==> config.mk <==
export PLATFORM = sky130hd
export DESIGN_NAME = pipe_controller
export DESIGN_NICKNAME = d
export VERILOG_FILES = /design/src/rtl/pipe_controller.sv
export SDC_FILE = /design/constraint.sdc
export NUM_CORES = 1
export LEC_CHECK = 0
export BUFFER_PORTS_ARGS = -buffer_cell sky130_fd_sc_hd__buf_2
export CAP_MARGIN = 20
export CORE_MARGIN = 1
export CORE_UTILIZATION = 38
export DETAILED_ROUTE_END_ITERATION = 16
export GPL_ROUTABILITY_DRIVEN = 0
export PLACE_DENSITY = 0.66
export SLEW_MARGIN = 10
export SYNTH_ARGS = -nofsm -noshare
export SYNTH_HDL_FRONTEND = slang
export SYNTH_SLANG_ARGS = --single-unit
==> constraint.sdc <==
create_clock -name clk_i -period 1.35 [get_ports clk_i]
set_clock_uncertainty 0.15 [all_clocks]
set_input_delay 0.27 -clock clk_i [delete_from_list [all_inputs] [get_ports clk_i]]
set_output_delay 0.27 -clock clk_i [all_outputs]
set_load 0.005 [all_outputs]
==> src/rtl/pipe_controller.sv <==
// RV32I pipelined control unit: decodes the ID instruction and carries the
// control bundle through the ID/EX, EX/MEM and MEM/WB registers.
module pipe_controller #(
  parameter int unsigned ALU_CTRL_W = 4,
  parameter int unsigned IMM_SRC_W  = 3
) (
  input  logic                  clk_i,
  input  logic                  rst_ni,
  input  logic [6:0]            op_d_i,
  input  logic [2:0]            funct3_d_i,
  input  logic                  funct7b5_d_i,
  input  logic                  flush_e_i,
  input  logic                  stall_e_i,
  input  logic                  zero_e_i,
  input  logic                  lt_e_i,
  input  logic                  ltu_e_i,
  output logic [IMM_SRC_W-1:0]  imm_src_d_o,
  output logic                  illegal_d_o,
  output logic [ALU_CTRL_W-1:0] alu_ctrl_e_o,
  output logic                  alu_src_e_o,
  output logic                  alu_a_pc_e_o,
  output logic                  jalr_e_o,
  output logic                  pc_src_e_o,
  output logic [1:0]            result_src_e_o,
  output logic                  reg_write_m_o,
  output logic                  mem_write_m_o,
  output logic [2:0]            funct3_m_o,
  output logic [1:0]            result_src_w_o,
  output logic                  reg_write_w_o
);

  typedef enum logic [3:0] {
    ALU_ADD   = 4'd0,
    ALU_SUB   = 4'd1,
    ALU_AND   = 4'd2,
    ALU_OR    = 4'd3,
    ALU_XOR   = 4'd4,
    ALU_SLT   = 4'd5,
    ALU_SLTU  = 4'd6,
    ALU_SLL   = 4'd7,
    ALU_SRL   = 4'd8,
    ALU_SRA   = 4'd9,
    ALU_PASSB = 4'd10
  } alu_op_t;

  typedef enum logic [2:0] {
    IMM_I = 3'd0,
    IMM_S = 3'd1,
    IMM_B = 3'd2,
    IMM_J = 3'd3,
    IMM_U = 3'd4
  } imm_sel_t;

  localparam logic [6:0] OP_R      = 7'b0110011;
  localparam logic [6:0] OP_I      = 7'b0010011;
  localparam logic [6:0] OP_LOAD   = 7'b0000011;
  localparam logic [6:0] OP_STORE  = 7'b0100011;
  localparam logic [6:0] OP_BRANCH = 7'b1100011;
  localparam logic [6:0] OP_JAL    = 7'b1101111;
  localparam logic [6:0] OP_JALR   = 7'b1100111;
  localparam logic [6:0] OP_LUI    = 7'b0110111;
  localparam logic [6:0] OP_AUIPC  = 7'b0010111;

  function automatic alu_op_t alu_from_funct(input logic       is_r,
                                             input logic [2:0] f3,
                                             input logic       f7b5);
    alu_op_t op;
    case (f3)
      3'b000:  op = (is_r && f7b5) ? ALU_SUB : ALU_ADD;
      3'b001:  op = ALU_SLL;
      3'b010:  op = ALU_SLT;
      3'b011:  op = ALU_SLTU;
      3'b100:  op = ALU_XOR;
      3'b101:  op = f7b5 ? ALU_SRA : ALU_SRL;
      3'b110:  op = ALU_OR;
      default: op = ALU_AND;
    endcase
    return op;
  endfunction

  logic       w_reg_write_d, w_mem_write_d, w_branch_d, w_jump_d, w_jalr_d;
  logic       w_alu_src_d, w_alu_a_pc_d, w_illegal_d;
  logic [1:0] w_result_src_d;
  logic [2:0] w_funct3_d;
  alu_op_t    w_alu_d;
  imm_sel_t   w_imm_d;

  always_comb begin
    w_reg_write_d  = 1'b0;
    w_mem_write_d  = 1'b0;
    w_branch_d     = 1'b0;
    w_jump_d       = 1'b0;
    w_jalr_d       = 1'b0;
    w_alu_src_d    = 1'b0;
    w_alu_a_pc_d   = 1'b0;
    w_illegal_d    = 1'b0;
    w_result_src_d = 2'd0;
    w_alu_d        = ALU_ADD;
    w_imm_d        = IMM_I;
    case (op_d_i)
      OP_R: begin
        w_reg_write_d = 1'b1;
        w_alu_d       = alu_from_funct(1'b1, funct3_d_i, funct7b5_d_i);
      end
      OP_I: begin
        w_reg_write_d = 1'b1;
        w_alu_src_d   = 1'b1;
        w_alu_d       = alu_from_funct(1'b0, funct3_d_i, funct7b5_d_i);
      end
      OP_LOAD: begin
        w_reg_write_d  = 1'b1;
        w_alu_src_d    = 1'b1;
        w_result_src_d = 2'd1;
      end
      OP_STORE: begin
        w_mem_write_d = 1'b1;
        w_alu_src_d   = 1'b1;
        w_imm_d       = IMM_S;
      end
      OP_BRANCH: begin
        w_branch_d = 1'b1;
        w_imm_d    = IMM_B;
        w_alu_d    = ALU_SUB;
      end
      OP_JAL: begin
        w_jump_d       = 1'b1;
        w_reg_write_d  = 1'b1;
        w_result_src_d = 2'd2;
        w_imm_d        = IMM_J;
      end
      OP_JALR: begin
        w_jump_d       = 1'b1;
        w_jalr_d       = 1'b1;
        w_reg_write_d  = 1'b1;
        w_result_src_d = 2'd2;
        w_alu_src_d    = 1'b1;
      end
      OP_LUI: begin
        w_alu_src_d = 1'b1;
        w_imm_d     = IMM_U;
        w_alu_d     = ALU_PASSB;
      end
      OP_AUIPC: begin
        w_alu_src_d  = 1'b1;
        w_alu_a_pc_d = 1'b1;
        w_imm_d      = IMM_U;
      end
      default: w_illegal_d = 1'b1;
    endcase
  end

  // An illegal instruction must enter EX as a full bubble, funct3 included.
  assign w_funct3_d = w_illegal_d ? '0 : funct3_d_i;

  logic       r_reg_write_e, r_mem_write_e, r_branch_e, r_jump_e, r_jalr_e;
  logic       r_alu_src_e, r_alu_a_pc_e;
  logic [1:0] r_result_src_e;
  logic [2:0] r_funct3_e;
  alu_op_t    r_alu_e;
  logic       r_reg_write_m, r_mem_write_m;
  logic [1:0] r_result_src_m;
  logic [2:0] r_funct3_m;
  logic       r_reg_write_w;
  logic [1:0] r_result_src_w;

  always_ff @(posedge clk_i or negedge rst_ni) begin
    if (!rst_ni) begin
      r_reg_write_e  <= 1'b0;
      r_mem_write_e  <= 1'b0;
      r_branch_e     <= 1'b0;
      r_jump_e       <= 1'b0;
      r_jalr_e       <= 1'b0;
      r_alu_src_e    <= 1'b0;
      r_alu_a_pc_e   <= 1'b0;
      r_result_src_e <= '0;
      r_funct3_e     <= '0;
      r_alu_e        <= ALU_ADD;
      r_reg_write_m  <= 1'b0;
      r_mem_write_m  <= 1'b0;
      r_result_src_m <= '0;
      r_funct3_m     <= '0;
      r_reg_write_w  <= 1'b0;
      r_result_src_w <= '0;
    end else if (!stall_e_i) begin
      if (flush_e_i) begin
        r_reg_write_e  <= 1'b0;
        r_mem_write_e  <= 1'b0;
        r_branch_e     <= 1'b0;
        r_jump_e       <= 1'b0;
        r_jalr_e       <= 1'b0;
        r_alu_src_e    <= 1'b0;
        r_alu_a_pc_e   <= 1'b0;
        r_result_src_e <= '0;
        r_funct3_e     <= '0;
        r_alu_e        <= ALU_ADD;
      end else begin
        r_reg_write_e  <= w_reg_write_d;
        r_mem_write_e  <= w_mem_write_d;
        r_branch_e     <= w_branch_d;
        r_jump_e       <= w_jump_d;
        r_jalr_e       <= w_jalr_d;
        r_alu_src_e    <= w_alu_src_d;
        r_alu_a_pc_e   <= w_alu_a_pc_d;
        r_result_src_e <= w_result_src_d;
        r_funct3_e     <= w_funct3_d;
        r_alu_e        <= w_alu_d;
      end
      r_reg_write_m  <= r_reg_write_e;
      r_mem_write_m  <= r_mem_write_e;
      r_result_src_m <= r_result_src_e;
      r_funct3_m     <= r_funct3_e;
      r_reg_write_w  <= r_reg_write_m;
      r_result_src_w <= r_result_src_m;
    end
  end

  logic w_cond_e;

  always_comb begin
    w_cond_e = 1'b0;
    case (r_funct3_e)
      3'b000:  w_cond_e = zero_e_i;
      3'b001:  w_cond_e = ~zero_e_i;
      3'b100:  w_cond_e = lt_e_i;
      3'b101:  w_cond_e = ~lt_e_i;
      3'b110:  w_cond_e = ltu_e_i;
      3'b111:  w_cond_e = ~ltu_e_i;
      default: w_cond_e = 1'b0;
    endcase
  end

  assign imm_src_d_o    = IMM_SRC_W'(w_imm_d);
  assign illegal_d_o    = w_illegal_d;
  assign alu_ctrl_e_o   = ALU_CTRL_W'(r_alu_e);
  assign alu_src_e_o    = r_alu_src_e;
  assign alu_a_pc_e_o   = r_alu_a_pc_e;
  assign jalr_e_o       = r_jalr_e;
  assign pc_src_e_o     = r_jump_e | (r_branch_e & w_cond_e);
  assign result_src_e_o = r_result_src_e;
  assign reg_write_m_o  = r_reg_write_m;
  assign mem_write_m_o  = r_mem_write_m;
  assign funct3_m_o     = r_funct3_m;
  assign result_src_w_o = r_result_src_w;
  assign reg_write_w_o  = r_reg_write_w;

endmodule

Yosys cells after proc, flatten, opt, wreduce, memory -nomap -nowiden:

Index checks and enable logic that the tools add are counted.

* reduce and logical (&&, ||, !) cells: 7
* magnitude comparators: 0
* muxes and demuxes: 27
* bitwise operators: 5
* div/mod/pow operators: 0
* $add $sub $neg: 0
* equal/unequal tests: 20
* $mul: 0
* shifts and indexed selects: 0

Operators by type and width (number)
* 4-bit case mux with 7 select lines: 2
* 3-bit equality test (second input constant): 7
* 7-bit by 6-bit equality test with 1-bit output (second input constant): 3
* 7-bit equality test (second input constant): 3
* 1-bit two-way mux: 17
* 4-bit case mux with 4 select lines: 1
* 7-bit by 5-bit equality test with 1-bit output (second input constant): 2
* 3-bit case mux with 4 select lines: 1
* 9-bit OR reduction: 1
* 7-bit by 2-bit equality test with 1-bit output (second input constant): 1
* 3-bit by 1-bit equality test with 1-bit output (second input constant): 2
* 3-bit by 2-bit equality test with 1-bit output (second input constant): 2
* 3-bit logical NOT: 2
* 3-bit two-way mux: 2
* 1-bit case mux with 6 select lines: 1
* 6-bit OR reduction: 1
* 5-bit OR reduction: 1
* 4-bit two-way mux: 1
* 2-bit case mux with 2 select lines: 1
* 2-bit OR reduction: 2
* 1-bit inverter: 3
* 2-bit two-way mux: 1
* 1-bit bitwise AND: 1
* 1-bit bitwise OR: 1

* bits in writable memories: 0
* memories: 0
* input port bits: 18
* memory bits (read-only): 0
* register bits after elaboration: 26
* latch bits: 0
* word-level logic and storage cells: 75
* output and inout bits: 22

Longest topological paths before layout:

Gate-level depths: netlist (run 1).

* depth after elaboration: 4
* mapped depth: 5

Worst setup path before layout (run 1):

OpenSTA, ideal clock, no wires.

* kind: input to output
* from: in op_d_i[3]
* to: out imm_src_d_o[0]
* slack: -121 ps
* data required time: 930 ps
* arrival time: 1051 ps
* stages: 3
* buffers on the path: 1
* path through: buf_4 or3_1 a211oi_1

* word-level cells in the longest chain between the ends: 3
* elaborated cells between the ends (all ways): 7
* those cells by class: eq/ne (5); mux (1); reduce/logical (1)

Ends and longest elaborated chain
* start: declaration: RTL line 9 `input logic [6:0] op_d_i,`
* 7-bit by 5-bit equality test with 1-bit output or 7-bit by 6-bit equality test with 1-bit output (tied branches): RTL line 100 `case (op_d_i)`
* 2-bit OR reduction (no line)
* 3-bit case mux with 4 select lines *: RTL line 100
* end: declaration: RTL line 17 `output logic [IMM_SRC_W-1:0] imm_src_d_o,`

Every way passes the cells marked *; elsewhere a longest branch is shown, timed or not.

Worst setup path after layout (run 1):

* from: reg r_funct3_e[2]
* to: out pc_src_e_o

* word-level cells in the longest chain between the ends: 4
* elaborated cells between the ends (all ways): 9
* those cells by class: eq/ne (5); mux (1); bitwise (2); reduce/logical (1)

Ends and longest elaborated chain
* start: declaration: RTL line 158 `logic [2:0] r_funct3_e;`
* start signal: assignment: RTL line 205 `r_funct3_e <= w_funct3_d;`
* 3-bit equality test (tied with other cells): RTL line 221 `case (r_funct3_e)`
* 1-bit case mux with 6 select lines *: RTL line 221
* 1-bit bitwise AND *: RTL line 238 `assign pc_src_e_o = r_jump_e | (r_branch_e & w_cond_e);`
* 1-bit bitwise OR *: RTL line 238
* end: declaration: RTL line 23 `output logic pc_src_e_o,`

Marked as above.

==> flow_summary_export.csv, run 1 <==
group,metric,value,unit
worst_setup_path,path_class,"reg2out",
route,vias,1135,
pwr,p_per_area,770.4,mW/mm^2
synthesis,netlist_area,0.001286,mm^2
global_routing,gr-usage-all-layers,18.74,%
worst_setup_path,crit_required,0.93,ns
sta,layout_min_cycle_time,1.878,ns
route,viasPerCell,5.067,
floorplan,die_h,60.18,um
worst_setup_path,start_kind,"register",
global_routing,overflow,0,
floorplan,start_util,41.12,%
status,violations,"setup timing",
synthesis,yosys.area.top_type,"dfrtp_1",
route,drt_first_iter_violations,28,
clock_tree,clockBufferDepth,2,
synthesis,syn_area_per_cell,11.59,um^2
finish,fin_cells,224,
worst_setup_path,startpoint,"r_funct3_e[2]$_DFFE_PN0N_",
finish,area_growth,45.91,%
route,drc_errors,0,
finish,fin_util,60.00,%
worst_hold_path,min_from,"funct3_d_i[1]",
placement,port_buffers,39,
worst_setup_path,crit_path_cell_trace,"mux2i_1, xor2_1, o21ai_1, a21o_1, buf_2",
floorplan,row_count,20,
global_routing,grt_max_degree,27,
worst_setup_path,critPathMaxFanout,2,
sta,fin_crit_sh,139.1,%
clock_tree,cts-root-buf,"clkbuf_4",
worst_setup_path,r2r_start,"r_funct3_e[0]$_DFFE_PN0N_",
sta,max_freq,532.5,MHz
synthesis,synth-seq-cells,26,
worst_setup_path,cp_num_buf_inv,1,
worst_setup_path,cp_slowest_cell,"dfrtp_1",
finish,final_cell_mix,"buf_2 (35), buf_4 (29), dfrtp_1 (26)",
status,status,"finished, violations left",
global_routing,grt_pass1_wl,5.016,mm
worst_hold_path,hp-class,"in2reg",
global_routing,grt_pass1_vias,1128,
floorplan,core,0.003128,mm^2
placement,dpl.hpwl,2.314,mm
clock_tree,clk_pin_slew,0.14,ns
sta,rsz0062_at_grt,"yes",
clock_tree,cts_buffers,3,
run,maxCapViolations,0,
sta,tightest_slew,0.3204,ns
sta,hold_viol,0,
route,wl_per_cell,13.97,um
placement,dp_cells,213,
finish,drive_gt1_share,53.89,%
floorplan,dieArea,0.003622,mm^2
finish,fin_nets,199,
floorplan,pin_count,40,
synthesis,synthTopCellsByArea,"dfrtp_1 (51%), mux2_2 (6.1%), a21o_1 (2.9%)",
finish,n_antenna_cell,0,
clock_tree,htreeDepth,1,
floorplan,die_x,60.18,um
synthesis,yosysUniqueCellTypes,36,
worst_setup_path,critPathArrivalTime,1.46,ns
synthesis,synth.top_cell.area_share,50.58,%
pwr,ir_drop,0.0007038,V
synthesis,yosysSeqAreaShare,50.58,%
sta,maxSlewHeadroom,78.64,%
clock_tree,clock_sinks,26,
sta,setup_violations,5,
sta,slew_viol_final,0,
worst_setup_path,crit_path_end_kind,"output port",
synthesis,synth_cells,111,
clock_tree,cts_tree,"yes",
clock_tree,clk-insertion-delay-late,0.31,ns
worst_setup_path,path_delay_family,"flip-flops",
route,dr.pass1.iters,4,
pwr,leakagePower,0.001007,uW
worst_setup_path,critPathMaxStageDelay,0.39,ns
route,drt_wl_total,3.129,mm
sta,setup_slack,-0.5278,ns
route,ant_nets,0,
finish,final_common_cell,"buf_2",
synthesis,synth_fp_nets,129,
synthesis,yosysWarnings,0,
global_routing,antenna_found_initial,0,
## per-stage QoR
| step | power [uW] | TNS (ns) | cell area (um^2) | setup slack [ns] | hold slack [ns] |
|---|---|---|---|---|---|
| after floorplan | 914.3 | -0.07968 | 1314 | -0.06375 | -0.1756 |
| after global placement | 1022 | -1.559 | 1702 | -0.1826 | 0.1229 |
| after detailed placement | 1029 | -2.118 | 1702 | -0.2027 | 0.1346 |
| after CTS | 1441 | -0.8839 | 1826 | -0.5472 | 0.03602 |
| after global routing | 1505 | -1.076 | 1877 | -0.5923 | 0.04504 |
| final | 1446 | -0.9107 | 1877 | -0.5278 | 0.03980 |
## area by class of cell
| class | instances | area (um^2) |
|---|---|---|
| inverters | 1 | 6.256 |
| multi-input cells | 77 | 631.9 |
| flip-flops and latches | 26 | 650.6 |
| well taps | 44 | 55.05 |
| fillers | 267 | 1251 |
| repair buffers | 72 | 496.7 |
| clock buffers | 4 | 36.28 |
## cell families (layout without fill, tap and decap cells)
kind of cell / count (synthesis) / in the layout / synth area share [%]
XOR/XNOR: 4 / 4 / 2.724
AO/OA/AOI/OAI: 28 / 28 / 16.44
buffers and inverters: 8 / 77 / 3.404
AND/OR/NAND/NOR: 33 / 33 / 16.54
flip-flops: 26 / 26 / 50.58
multiplexers: 12 / 12 / 10.31
## report_power, final
group / switching (uW) / internal, uW
registers: 4.92 / 787
clock network: 222 / 165
logic: 130 / 137
total: 357 / 1090
## worst register-to-register path: cells and delay by family (launching register included)
family | cells | cell delay, ns
flops | 1 | 0.44
buf+inv | 1 | 0.15
mux | 1 | 0.27
## timing repair
item,in CTS,in global routing
gates resized for setup,11,10
pin swaps,7,5
hold buffers,1,0
endpoints found under the setup margin,5,6
endpoints found under the hold margin,26,0
buffers inserted,4,2
## worst paths after layout
kind / end / slack [ns] / depth (start not counted)
max in group asynchronous: reg_write_w_o$_DFFE_PN0N_ / 0.50 / 3
setup / recovery: pc_src_e_o / -0.53 / 5
min in group asynchronous: r_branch_e$_DFFE_PN0N_ / 0.30 / 3
hold reg to reg: jalr_e_o$_DFFE_PN0N_ / 0.34 / 2
hold / removal: alu_ctrl_e_o[3]$_DFFE_PN0N_ / 0.04 / 2
setup reg to reg: funct3_m_o[0]$_DFFE_PN0N_ / 0.24 / 2
## synthesized netlist by cell type
| library cell | n |
|---|---|
| nor3_1 | 3 |
| a211oi_1 | 1 |
| xor2_1 | 3 |
| nor4_1 | 1 |
| a22o_1 | 2 |
| nand2_1 | 8 |
| o31ai_1 | 3 |
| o41ai_1 | 1 |
| o21ai_1 | 6 |
| a32o_1 | 3 |
| xnor2_1 | 1 |
| inv_1 | 1 |
| or3_1 | 1 |
| mux2_1 | 3 |
| a21o_1 | 5 |
| nand4bb_1 | 1 |
| and3_1 | 1 |
| o211ai_2 | 1 |
| nor3_4 | 1 |
| nand3_1 | 5 |
| nor2b_1 | 2 |
| nand2b_1 | 1 |
| buf_2 | 5 |
| buf_4 | 2 |
| nand3b_1 | 1 |
| mux2_2 | 7 |
| a211o_1 | 1 |
| nand2b_4 | 2 |
| a221oi_1 | 1 |
| a32oi_1 | 2 |
| nor2_1 | 4 |
| nor4_4 | 1 |
| nand2_2 | 1 |
| dfrtp_1 | 26 |
| a21oi_1 | 2 |
| mux2i_1 | 2 |
## layer usage
layer	global-route usage, %	routed length (um)
met5	0	0
met2	31.71	1554
met1	24.32	1435
met4	3.987	21
met3	4.113	118
## sequential cells by signal (all words and copies together), names as in the netlist, 2 cells and up
signal and flops:
alu_ctrl_e_o 4, funct3_m_o 3, r_funct3_e 3, r_result_src_m 2, result_src_e_o 2, result_src_w_o 2
No activity file was read; power rests on OpenSTA's default activity.
==> inputs of run 2 (changes only) <==
==> constraint.sdc (replaced) <==
create_clock -name clk_i -period 1.7 [get_ports clk_i]
set_clock_uncertainty 0.15 [all_clocks]
set_input_delay 0.34 -clock clk_i [delete_from_list [all_inputs] [get_ports clk_i]]
set_output_delay 0.34 -clock clk_i [all_outputs]
set_load 0.005 [all_outputs]
==> flow_summary_export.csv, run 2 (synthesis gave the netlist of run 1 again) <==
group,metric,value,unit
status,status,"finished, violations left",
status,violations,"setup timing",
finish,fill_cells,284,
sta,rsz0062_at_grt,"yes",
sta,fin_crit_sh,114.0,%
pwr,leakagePower,0.0009157,uW
worst_setup_path,critPathMaxStageDelay,0.39,ns
global_routing,overflow,0,
route,viasPerCell,5.163,
worst_hold_path,min_from,"funct3_d_i[1]",
sta,setup_slack,-0.2388,ns
floorplan,dieArea,0.003622,mm^2
route,drt_wl_total,2.713,mm
clock_tree,clk_pin_slew,0.14,ns
placement,port_buffers,39,
finish,final_common_cell,"buf_2",
worst_setup_path,cp_slowest_cell,"dfrtp_1",
finish,fin_nets,184,
worst_setup_path,r2r_start,"r_funct3_e[2]$_DFFE_PN0N_",
floorplan,start_util,41.12,%
route,drt_first_iter_violations,27,
route,vias,1079,
finish,n_antenna_cell,0,
sta,final.setup.tns,-0.2388,ns
clock_tree,post_cts_buffers,0,
global_routing,grt_pass1_vias,1037,
finish,largest_reg_flops,4,
sta,layout_min_cycle_time,1.939,ns
pwr,p_total,1216,uW
route,wl_per_cell,12.98,um
floorplan,row_count,20,
placement,preCtsSetupSlack,0.01736,ns
clock_tree,htreeDepth,1,
worst_setup_path,crit_required,1.21,ns
worst_setup_path,path_class,"reg2out",
worst_setup_path,crit_path_end_kind,"output port",
clock_tree,cts_buffers,3,
clock_tree,clock_sinks,26,
global_routing,grt_max_degree,27,
global_routing,gr-usage-all-layers,17.02,%
placement,dpl.hpwl,2.103,mm
placement,placed_area,0.001637,mm^2
route,drc_errors,0,
sta,hold_viol,0,
sta,setup_violations,1,
clock_tree,clk-insertion-delay-late,0.32,ns
worst_setup_path,startpoint,"r_funct3_e[2]$_DFFE_PN0N_",
clock_tree,cts_tree,"yes",
global_routing,grt_pass1_wl,4.540,mm
worst_setup_path,crit_path_cell_trace,"mux2i_1, xor2_1, o21ai_1, a21o_1, buf_2",
route,dr.pass1.iters,4,
worst_hold_path,hp-class,"in2reg",
clock_tree,clockBufferDepth,2,
worst_setup_path,start_kind,"register",
finish,drive_gt1_share,44.85,%
sta,tightest_slew,0.5756,ns
floorplan,die_h,60.18,um
route,ant_nets,0,
floorplan,pin_count,40,
finish,final_cell_mix,"buf_2 (39), dfrtp_1 (26), buf_4 (16)",
sta,max_freq,515.8,MHz
run,maxCapViolations,0,
finish,design_area,0.001704,mm^2
pwr,p_per_area,713.6,mW/mm^2
sta,maxSlewHeadroom,61.63,%
finish,area_growth,32.49,%
floorplan,core,0.003128,mm^2
floorplan,die_x,60.18,um
pwr,ir_drop,0.0004504,V
worst_setup_path,critPathArrivalTime,1.45,ns
worst_setup_path,critPathMaxFanout,2,
clock_tree,cts-root-buf,"clkbuf_4",
global_routing,antenna_found_initial,0,
sta,slew_viol_final,0,
-- run 2: changes by cell type in the layout (fill, tap and decap cells not counted), moves of 2 or more --
cell / delta
nand3_1: +2
buf_8: -4
nor3_2: -2
nor3_1: +2
buf_6: -3
nand3_2: -2
buf_4: -13
buf_2: +4
-- run 2: power breakdown --
group	switching, uW	total (uW)	internal, uW
Sequential	4.03	629	625
Clock	186	424	239
Combinational	88.2	162	74.3
-- run 2: metal layers --
layer | vias up | wire [um] | share of wire [%] | track usage, %
met3 | 4 | 97 | 3.6 | 2.597
met1 | 526 | 1238 | 46 | 21.66
met5 | - | 0 | 0 | 0
li1 | 523 | - | - | -
met4 | 0 | 27 | 1.0 | 5.980
met2 | 26 | 1349 | 50 | 29.04
-- run 2: final timing paths --
check,to,slack (ns),cells after the start
worst max-delay path,pc_src_e_o,-0.24,5
worst min-delay path,alu_ctrl_e_o[3]$_DFFE_PN0N_,0.12,2
worst max register to register,funct3_m_o[2]$_DFFE_PN0N_,0.65,2
worst min register to register,jalr_e_o$_DFFE_PN0N_,0.36,2
max in group asynchronous,r_reg_write_e$_DFFE_PN0N_,0.64,2
min in group asynchronous,reg_write_m_o$_DFFE_PN0N_,0.39,2
-- run 2: through the flow --
stage	hold slack, ns	std cells	utilization [%]
after floorplan	-0.1056	111	-
after global placement	0.2122	204	52.32
after detailed placement	0.2222	204	52.32
after CTS	0.1264	209	54.32
after global routing	0.1223	209	54.48
final	0.1233	209	54.48
-- run 2: area by class of cell --
type                            instances  area (um^2)  share of cell area [%]
Sequential cell                        26        650.6                   38.18
Multi-Input combinational cell         77        596.8                   35.02
Timing Repair Buffer                   57        345.3                   20.26
Tap cell                               44        55.05                   3.231
Clock inverter                          1        30.03                   1.762
Clock buffer                            3        22.52                   1.322
Inverter                                1        3.754                  0.2203
-- run 2: critical path: cells and delay by family, from the launching register on --
family | cells | cell delay (ns)
compound gates | 2 | 0.24
xor+xnor | 1 | 0.17
buf+inv | 1 | 0.12
flops | 1 | 0.39
mux | 1 | 0.22
-- run 2: what timing repair did --
action | in CTS | in global routing
pin swaps | 3 | 1
resized for setup | 0 | 1
hold endpoints to repair | 26 | 0
hold buffers | 1 | 0
endpoints found under the setup margin | 1 | 2
